### src/rtl/master_port_pkg.sv
// Bus definitions shared by the master port, slave ports and arbiter:
// instruction codes, FSM states, frame geometry and mode encoding.
package master_port_pkg;

  typedef enum logic [1:0] {
    INS_IDLE  = 2'b00,
    INS_READ  = 2'b01,
    INS_WRITE = 2'b10,
    INS_RSVD  = 2'b11
  } instr_t;

  typedef enum logic [3:0] {
    S_IDLE,
    S_REQ,
    S_HEADER,
    S_WDATA,
    S_WACK,
    S_RWAIT,
    S_RDATA,
    S_DONE,
    S_REARM
  } state_t;

  localparam logic MODE_READ  = 1'b0;
  localparam logic MODE_WRITE = 1'b1;

  function automatic int hdr_len(
    input int sel_w,
    input int addr_w
  );
    return sel_w + addr_w;
  endfunction

  function automatic int max2(
    input int a,
    input int b
  );
    return (a > b) ? a : b;
  endfunction

endpackage

### src/rtl/master_port_frame_shifter.sv
// Loadable right-shift register with serial in/out and bit counter,
// reused for the header, write data and read data phases.
module frame_shifter #(
  parameter int W  = 14,
  parameter int DW = 8,
  parameter int CW = 4
) (
  input  logic          clk,
  input  logic          rst_n,
  input  logic          i_load,
  input  logic [W-1:0]  i_load_val,
  input  logic          i_shift,
  input  logic          i_sin,
  output logic          o_sout,
  output logic [DW-1:0] o_word,
  output logic [CW-1:0] o_cnt
);

  logic [W-1:0]  r_sr;
  logic [CW-1:0] r_cnt;

  always_ff @(posedge clk or negedge rst_n) begin
    if (!rst_n) begin
      r_sr  <= '0;
      r_cnt <= '0;
    end else if (i_load) begin
      r_sr  <= i_load_val;
      r_cnt <= '0;
    end else if (i_shift) begin
      r_sr  <= {i_sin, r_sr[W-1:1]};
      r_cnt <= r_cnt + 1'b1;
    end
  end

  assign o_sout = r_sr[0];

  // word completed by the bit arriving this cycle
  assign o_word = {i_sin, r_sr[W-1 -: DW-1]};
  assign o_cnt  = r_cnt;

endmodule

### src/rtl/master_port.sv
// Bus master port: takes one read/write command, wins the bus,
// sends a serial frame and returns a one-cycle done pulse.
module master_port
  import master_port_pkg::*;
#(
  parameter int ADDR_WIDTH = 12,
  parameter int DATA_WIDTH = 8,
  parameter int SEL_WIDTH  = 2,
  parameter int TIMEOUT    = 255
) (
  input  logic                  clk,
  input  logic                  reset,
  input  logic [1:0]            instruction,
  input  logic [SEL_WIDTH-1:0]  slave_sel,
  input  logic [ADDR_WIDTH-1:0] address,
  input  logic [DATA_WIDTH-1:0] data_in,
  output logic [DATA_WIDTH-1:0] data_out,
  output logic                  tx_done,
  output logic                  tx_err,
  output logic                  mreq,
  input  logic                  mgrant,
  output logic                  mvalid,
  output logic                  mmode,
  output logic                  mwdata,
  input  logic                  mrdata,
  input  logic                  sready
);

  localparam int HDR = hdr_len(SEL_WIDTH, ADDR_WIDTH);
  localparam int SW  = max2(HDR, DATA_WIDTH);
  localparam int CW  = $clog2(SW + 1);
  localparam int TW  = $clog2(TIMEOUT + 1);

  state_t r_state;
  state_t w_next;

  logic [DATA_WIDTH-1:0] r_wdata;
  logic [DATA_WIDTH-1:0] r_dout;
  logic                  r_mode;
  logic                  r_err;
  logic [TW-1:0]         r_wait;

  logic                  w_load;
  logic [SW-1:0]         w_load_val;
  logic                  w_shift;
  logic                  w_err;
  logic                  w_dout_ld;
  logic                  w_wait_inc;
  logic                  w_sout;
  logic [DATA_WIDTH-1:0] w_word;
  logic [CW-1:0]         w_cnt;
  logic                  w_rd;
  logic                  w_wr;
  logic                  w_hdr_last;
  logic                  w_dat_last;
  logic                  w_tmo;

  assign w_rd       = (instruction == INS_READ);
  assign w_wr       = (instruction == INS_WRITE);
  assign w_hdr_last = (w_cnt == CW'(HDR - 1));
  assign w_dat_last = (w_cnt == CW'(DATA_WIDTH - 1));
  assign w_tmo      = (r_wait == TW'(TIMEOUT - 1));

  frame_shifter #(
    .W  (SW),
    .DW (DATA_WIDTH),
    .CW (CW)
  ) u_shift (
    .clk        (clk),
    .rst_n      (reset),
    .i_load     (w_load),
    .i_load_val (w_load_val),
    .i_shift    (w_shift),
    .i_sin      (mrdata),
    .o_sout     (w_sout),
    .o_word     (w_word),
    .o_cnt      (w_cnt)
  );

  always_comb begin
    w_next     = r_state;
    w_load     = 1'b0;
    w_load_val = '0;
    w_shift    = 1'b0;
    w_err      = 1'b0;
    w_dout_ld  = 1'b0;
    w_wait_inc = 1'b0;
    unique case (r_state)
      S_IDLE: begin
        unique case (1'b1)
          w_rd, w_wr: begin
            w_load     = 1'b1;
            w_load_val = SW'({address, slave_sel});
            w_next     = S_REQ;
          end
          default: ;
        endcase
      end
      S_REQ: begin
        if (mgrant) w_next = S_HEADER;
      end
      S_HEADER: begin
        if (!mgrant) begin
          w_next = S_DONE;
          w_err  = 1'b1;
        end else if (w_hdr_last) begin
          if (r_mode == MODE_WRITE) begin
            w_load     = 1'b1;
            w_load_val = SW'(r_wdata);
            w_next     = S_WDATA;
          end else begin
            w_next = S_RWAIT;
          end
        end else begin
          w_shift = 1'b1;
        end
      end
      S_WDATA: begin
        if (!mgrant) begin
          w_next = S_DONE;
          w_err  = 1'b1;
        end else begin
          w_shift = 1'b1;
          if (w_dat_last) w_next = S_WACK;
        end
      end
      S_WACK, S_RWAIT: begin
        if (!mgrant) begin
          w_next = S_DONE;
          w_err  = 1'b1;
        end else if (sready) begin
          if (r_state == S_WACK) begin
            w_next = S_DONE;
          end else begin
            // clear the shifter so the read word starts clean
            w_load = 1'b1;
            w_next = S_RDATA;
          end
        end else if (w_tmo) begin
          w_next = S_DONE;
          w_err  = 1'b1;
        end else begin
          w_wait_inc = 1'b1;
        end
      end
      S_RDATA: begin
        if (!mgrant) begin
          w_next = S_DONE;
          w_err  = 1'b1;
        end else begin
          w_shift = 1'b1;
          if (w_dat_last) begin
            w_dout_ld = 1'b1;
            w_next    = S_DONE;
          end
        end
      end
      S_DONE: begin
        w_next = S_REARM;
      end
      S_REARM: begin
        if (instruction == INS_IDLE) w_next = S_IDLE;
      end
      default: begin
        w_next = S_IDLE;
      end
    endcase
  end

  always_ff @(posedge clk or negedge reset) begin
    if (!reset) begin
      r_state <= S_IDLE;
      r_wdata <= '0;
      r_mode  <= MODE_READ;
      r_err   <= 1'b0;
      r_wait  <= '0;
      r_dout  <= '0;
    end else begin
      r_state <= w_next;
      if (r_state == S_IDLE && w_next == S_REQ) begin
        r_wdata <= data_in;
        r_mode  <= w_wr ? MODE_WRITE : MODE_READ;
      end
      if (w_next == S_DONE) r_err <= w_err;
      r_wait <= w_wait_inc ? r_wait + 1'b1 : '0;
      if (w_dout_ld) r_dout <= w_word;
    end
  end

  assign mreq     = (r_state != S_IDLE) &&
                    (r_state != S_DONE) &&
                    (r_state != S_REARM);
  assign mvalid   = (r_state == S_HEADER) ||
                    (r_state == S_WDATA);
  assign mmode    = mreq & r_mode;
  assign mwdata   = mvalid & w_sout;
  assign tx_done  = (r_state == S_DONE);
  assign tx_err   = tx_done & r_err;
  assign data_out = r_dout;

endmodule
### config.mk
export PLATFORM = sky130hd
export DESIGN_NAME = master_port
export DESIGN_NICKNAME = d
export VERILOG_FILES = /design/src/rtl/master_port_pkg.sv /design/src/rtl/master_port_frame_shifter.sv /design/src/rtl/master_port.sv
export SDC_FILE = /design/constraint.sdc
export NUM_CORES = 1
export LEC_CHECK = 0
export ABC_CLOCK_PERIOD_IN_PS = 2100
export CAP_MARGIN = 10
export CORE_MARGIN = 2
export CORE_UTILIZATION = 53
export DETAILED_ROUTE_END_ITERATION = 8
export GPL_ROUTABILITY_DRIVEN = 0
export HOLD_SLACK_MARGIN = 0.12
export MAX_ROUTING_LAYER = met4
export PLACE_DENSITY_LB_ADDON = 0.15
export SYNTH_ARGS = -nofsm -noshare
export SYNTH_HDL_FRONTEND = slang
export SYNTH_SLANG_ARGS = --single-unit
### constraint.sdc
create_clock -name clk -period 2.1 [get_ports clk]
set_input_delay 0.63 -clock clk [delete_from_list [all_inputs] [get_ports clk]]
set_output_delay 0.63 -clock clk [all_outputs]
set_load 0.02 [all_outputs]
Word level (Yosys, flattened, before mapping)

Cells that the tools add are included.

Register bits: 48
Input bits: 29
Output and inout bits: 14
Word-level logic and storage cells: 92

Add/sub/neg operators: 2
Equality and inequality tests: 17
Muxes and demuxes: 50
Bitwise operators: 3
Reduce and logical (&&, ||, !) cells: 12

Operators by type and width:

| operator              | count |
|---|---|
| $mux W4               | 14 |
| $mux W14              | 3 |
| $mux W8               | 4 |
| $pmux W4 S8           | 1 |
| $pmux W14 S2          | 1 |
| $eq A4 B3 Y1 const B  | 6 |
| $mux W1               | 23 |
| $add A8 B1 Y8 const B | 1 |
| $eq A4 B1 Y1 const B  | 2 |
| $eq A4 B2 Y1 const B  | 2 |
| $eq A4 B4 Y1 const B  | 2 |
| $eq A8 B8 Y1 const B  | 1 |
| $reduce_or A2 Y1      | 3 |
| $add A4 B1 Y4 const B | 1 |
| $logic_not A4 Y1      | 1 |
| $ne A4 B3 Y1 const B  | 1 |
| $ne A4 B4 Y1 const B  | 1 |
| $pmux W1 S2           | 2 |
| $reduce_bool A4 Y1    | 1 |
| $and A1 B1 Y1         | 3 |
| $logic_and A1 B1 Y1   | 3 |
| $mux W3               | 1 |
| $pmux W1 S3           | 1 |
| $reduce_or A3 Y1      | 1 |
| 5 further kinds       | 5 |

Depth between registers and ports, before layout

Word-level depth: 7
Depth in mapped cells: 8
Gate-level depth less buffers: 7

Hierarchy

A second synthesis with hierarchy kept.

Cells, all modules: 248
Area total of the unflattened synthesis: 2,617.5 um^2

By module, submodules not included:

| module        | instances | cells an instance | area each (um^2) | sequential area each (um^2) |
|---|---|---|---|---|
| master_port   | 1         | 163               | 1,695.4          | 750.7 |
| frame_shifter | 1         | 85                | 922.1            | 450.4 |

Worst setup path after synthesis

Ideal clock, no wire load.

Path kind: reg-to-output
Start: register r_state[0]
End: output port mmode
Data arrival time: 1.831 ns
Required time: 1.470 ns
Path slack: -0.361 ns
Cell stages (with the launch flop): 6
Cell sequence: dfrtp_1 > buf_2 > nand2_1 > nor3_1 > nor2_1 > and2_1

Longest elaborated chain between the ends: 4
Elaborated cells between the ends (all ways): 6
Classes of those cells: eq/ne (2); bitwise (1); reduce/logical (3)

RTL lines:

| element                                            | RTL line                               | text |
|---|---|---|
| from (decl)                                        | master_port.sv:34                      | `state_t r_state;` |
| from (signal assigned)                             | master_port.sv:179                     | `r_state <= w_next;` |
| $ne A4 B3 Y1 or $reduce_bool A4 Y1 (tied branches) | master_port.sv:191, master_port.sv:190 |  |
| $logic_and A1 B1 Y1                                | master_port.sv:190                     | `assign mreq = (r_state != S_IDLE) &&` |
| $logic_and A1 B1 Y1 (*)                            | master_port.sv:191                     | `(r_state != S_DONE) &&` |
| named net mreq                                     | master_port.sv:20                      | `output logic mreq,` |
| $and A1 B1 Y1 (*)                                  | master_port.sv:195                     | `assign mmode = mreq & r_mode;` |
| to (decl)                                          | master_port.sv:23                      | `output logic mmode,` |

The timed path passes the listed nets; every way through them passes the cells marked *.

Final worst setup path

Start: register r_state[1]
End: output port tx_done

Longest elaborated chain between the ends: 1

RTL lines:

| element      | RTL line           | text |
|---|---|---|
| $eq A4 B3 Y1 | master_port.sv:197 | `assign tx_done = (r_state == S_DONE);` |
| to (decl)    | master_port.sv:18  | `output logic tx_done,` |

No other way between the ends.

==> out/results.txt <==
DRC Markers - 0
Final ANT Viol Nets - 0
Seq/Total Area, Yosys - 47.8%
Warnings, synthesis - 0
cells after synthesis - 229
Hold WC Path Type - in -> async
FF-to-FF End - r_err
Tot GR Track Use - 23.1%
PnR Total Power - 4.08 mW
pwr dens - 1220 nW/µm²
final hold slack - 302 ps
Starting Density - 54.0%
CP Max Fanout - 4
Max Root-Sink Buffers - 2
critical-path cell list - nand2_4 -> nor3_4 -> dlygate4sd2_1
Die ar. - 5310 µm²
DR vias - 2034
clock root cell - clkbuf_8
r2r startpoint - r_state[0]
Simple-Gate Fraction of Synth Area - 18.5%
CTS Hold Bufs - 0
Setup crit start kind - register
global-route wire length before repair - 9.11 mm
GRT overflow - 0
Worst VDD drop - 0.932 mV
max-cap violation count - 0
Final Non-Filler Cells - 355
compound-cell area share of the yosys netlist - 13.1%
clk_lat worst skew - 300 ps
Synth Area in XOR/XNOR - 3.13%
CP peak stage delay - 440 ps
Clock transition at path regs - 90 ps
syn avg cell area - 11.0 µm²
Routed WL - 5.62 mm
WP buf/inv - 1
status - finished, final reports clean
Synth Cell Area - 2510 µm²
CTS Buf Count - 5
critical path depth - 3
row count - 25
htree depth - 2
Synth Register Bits - 48
worst slew pin tran - 481 ps
Synth cell types - 53
Max Clk Rate - 0.487 GHz
r2r worst-path depth - 7
io pins - 43
Final WS setup - 48.4 ps
final hold vios - 0
largest family of logic cells by synthesized area - simple AND/OR/NAND/NOR gates
antenna diode count - 0
Crit. Startpoint - r_state[1]
Top FF cell, synth - dfrtp_1
mux cell area share after synthesis - 10.4%
Sink Count - 48
final setup vio count - 0
I/O Buffers - 42
drt first pass iters - 4
Tcrit/Tclk final - 97.7%
CTS tree - done
Leak - 1.57 nW
minimum clock period - 2050 ps
DP Cell Count - 344
DR WL/cell - 15.8 µm
Post-synth ARST share - 100%
P&R area growth vs syn - 33.2%
DP Worst Slack - -355 ps
flop2flop setup slack - 160 ps
initial antenna violation count - 0
crit path DAT - 1420 ps
max-slew violations - 0
worst path required time - 1470 ps
nets - 335
dpl hpwl - 3.99 mm
die width - 72.9 µm
Core Area - 4660 µm²
DR vias/cell - 5.73
syn nets - 264
critical path's slowest cell - dfrtp_2
largest net degree at the start of global routing - 49
Synth Area in Adders - 2.99%
die height - 72.9 µm
Crit path max-delay family - flip-flops
Setup Crit Path Kind - reg -> out
number of global-route vias before repair - 1993
drt initial violations - 82
relative slew slack - 67.8%
RSZ-0062 raised after global routing - false
Fin Clk Skew - 9.96 ps
Crit. End Element - output port
Post-synth EDFFs - 0
layout cells sized above 1 - 29.2%
registers in the layout, summed over array words and instances (netlist names):
name,count
r_err,1
r_wdata,8
u_shift.o_cnt,4
u_shift.r_sr,14
r_mode,1
data_out,8
r_wait,8
r_state,4
stage by stage:
step	area, µm²	util (%)	setup TNS, ps
after floorplan	2530	-	0
after global placement	3170	67.9	-9560
after detailed placement	3170	67.9	-10640
after CTS	3280	70.4	-1.22
after global routing	3350	71.9	0
final	3350	71.9	0
area by class of cell:
cell class              instances  area, µm²
flip-flops and latches         48       1200
clock buffers                   6       72.6
inverters                       8       31.3
multi-input cells             163       1280
clock inverters                 2       35.0
repair buffers                 74        663
well taps                      54       67.6
fillers                       363       1310
per-layer routing:
layer	up-vias	global-route usage [%]	part of all wire (%)
met5	-	-	0
met4	0	9.05	2.5
met3	16	3.87	3.7
met2	60	35.8	48
met1	992	30.5	46
li1	966	-	-
power breakdown:
group | switching, mW | internal, mW
Sequential | 0.264 | 1.24
Clock | 0.305 | 0.354
Combinational | 0.950 | 0.967
Total | 1.52 | 2.56
what timing repair did:
| action | 4_1_cts | 5_1_grt |
|---|---|---|
| cloned | 0 | 0 |
| pin swaps | 2 | 10 |
| setup endpoints to repair | 18 | 27 |
| gates resized for setup | 26 | 22 |
| buffers inserted | 0 | 4 |
| hold endpoints to repair | 0 | 0 |
kinds of logic after synthesis:
| kind of cell | count (synthesis) |
|---|---|
| muxes | 21 |
| buffers and inverters | 18 |
| and+or+nand+nor | 83 |
| adders and majority gates | 6 |
| xor gates and xnor gates | 9 |
| AOI/OAI and AO/OA | 44 |
| DFF | 48 |
Yosys cell counts, types with 2 or more instances:
cell       instances  area [µm²]
nand3_1           19        95.1
a211o_1            2        17.5
a31oi_1            3        18.8
and3_1             3        18.8
nand2_1           18        67.6
xnor2_1            4        35.0
buf_2              5        25.0
a22oi_1            8        60.1
ha_1               6        75.1
inv_1              6        22.5
o21ai_1            3        15.0
dfrtp_1           48        1200
xor2_1             5        43.8
nor3_2             2        20.0
nor3_1             3        15.0
mux2_2             9         101
buf_6              3        33.8
nor2_1            18        67.6
nand4_1            3        18.8
and2_1             3        18.8
mux2_4             8         120
a21oi_1            3        15.0
buf_4              2        15.0
o21ai_0            8        40.0
a2bb2oi_1          6        52.6
mux2i_1            4        40.0
worst max-delay path by stage:
stage | end | slack, ps
6_report | tx_done | 50
5_1_grt | tx_done | 9
4_1_cts | mmode | -1
3_5_place_dp | u_shift.r_sr[13] | -350
3_3_place_gp | r_wdata[4] | -310
2_1_floorplan | mmode | 60
placed cells by master, fill, tap and decap left out, drive strengths merged, types with 3 or more instances in the layout:
| master | count |
|---|---|
| a21oi | 3 |
| a22oi | 8 |
| a2bb2oi | 6 |
| a31oi | 3 |
| and2 | 3 |
| and3 | 3 |
| buf | 38 |
| clkbuf | 6 |
| clkdlybuf4s50 | 32 |
| dfrtp | 48 |
| dlymetal6s2s | 3 |
| ha | 6 |
| inv | 7 |
| mux2 | 17 |
| mux2i | 4 |
| nand2 | 18 |
| nand3 | 20 |
| nand4 | 3 |
| nor2 | 18 |
| nor3 | 6 |
| o21ai | 11 |
| xnor2 | 4 |
| xor2 | 5 |
Power figures use the tool's default switching activity.
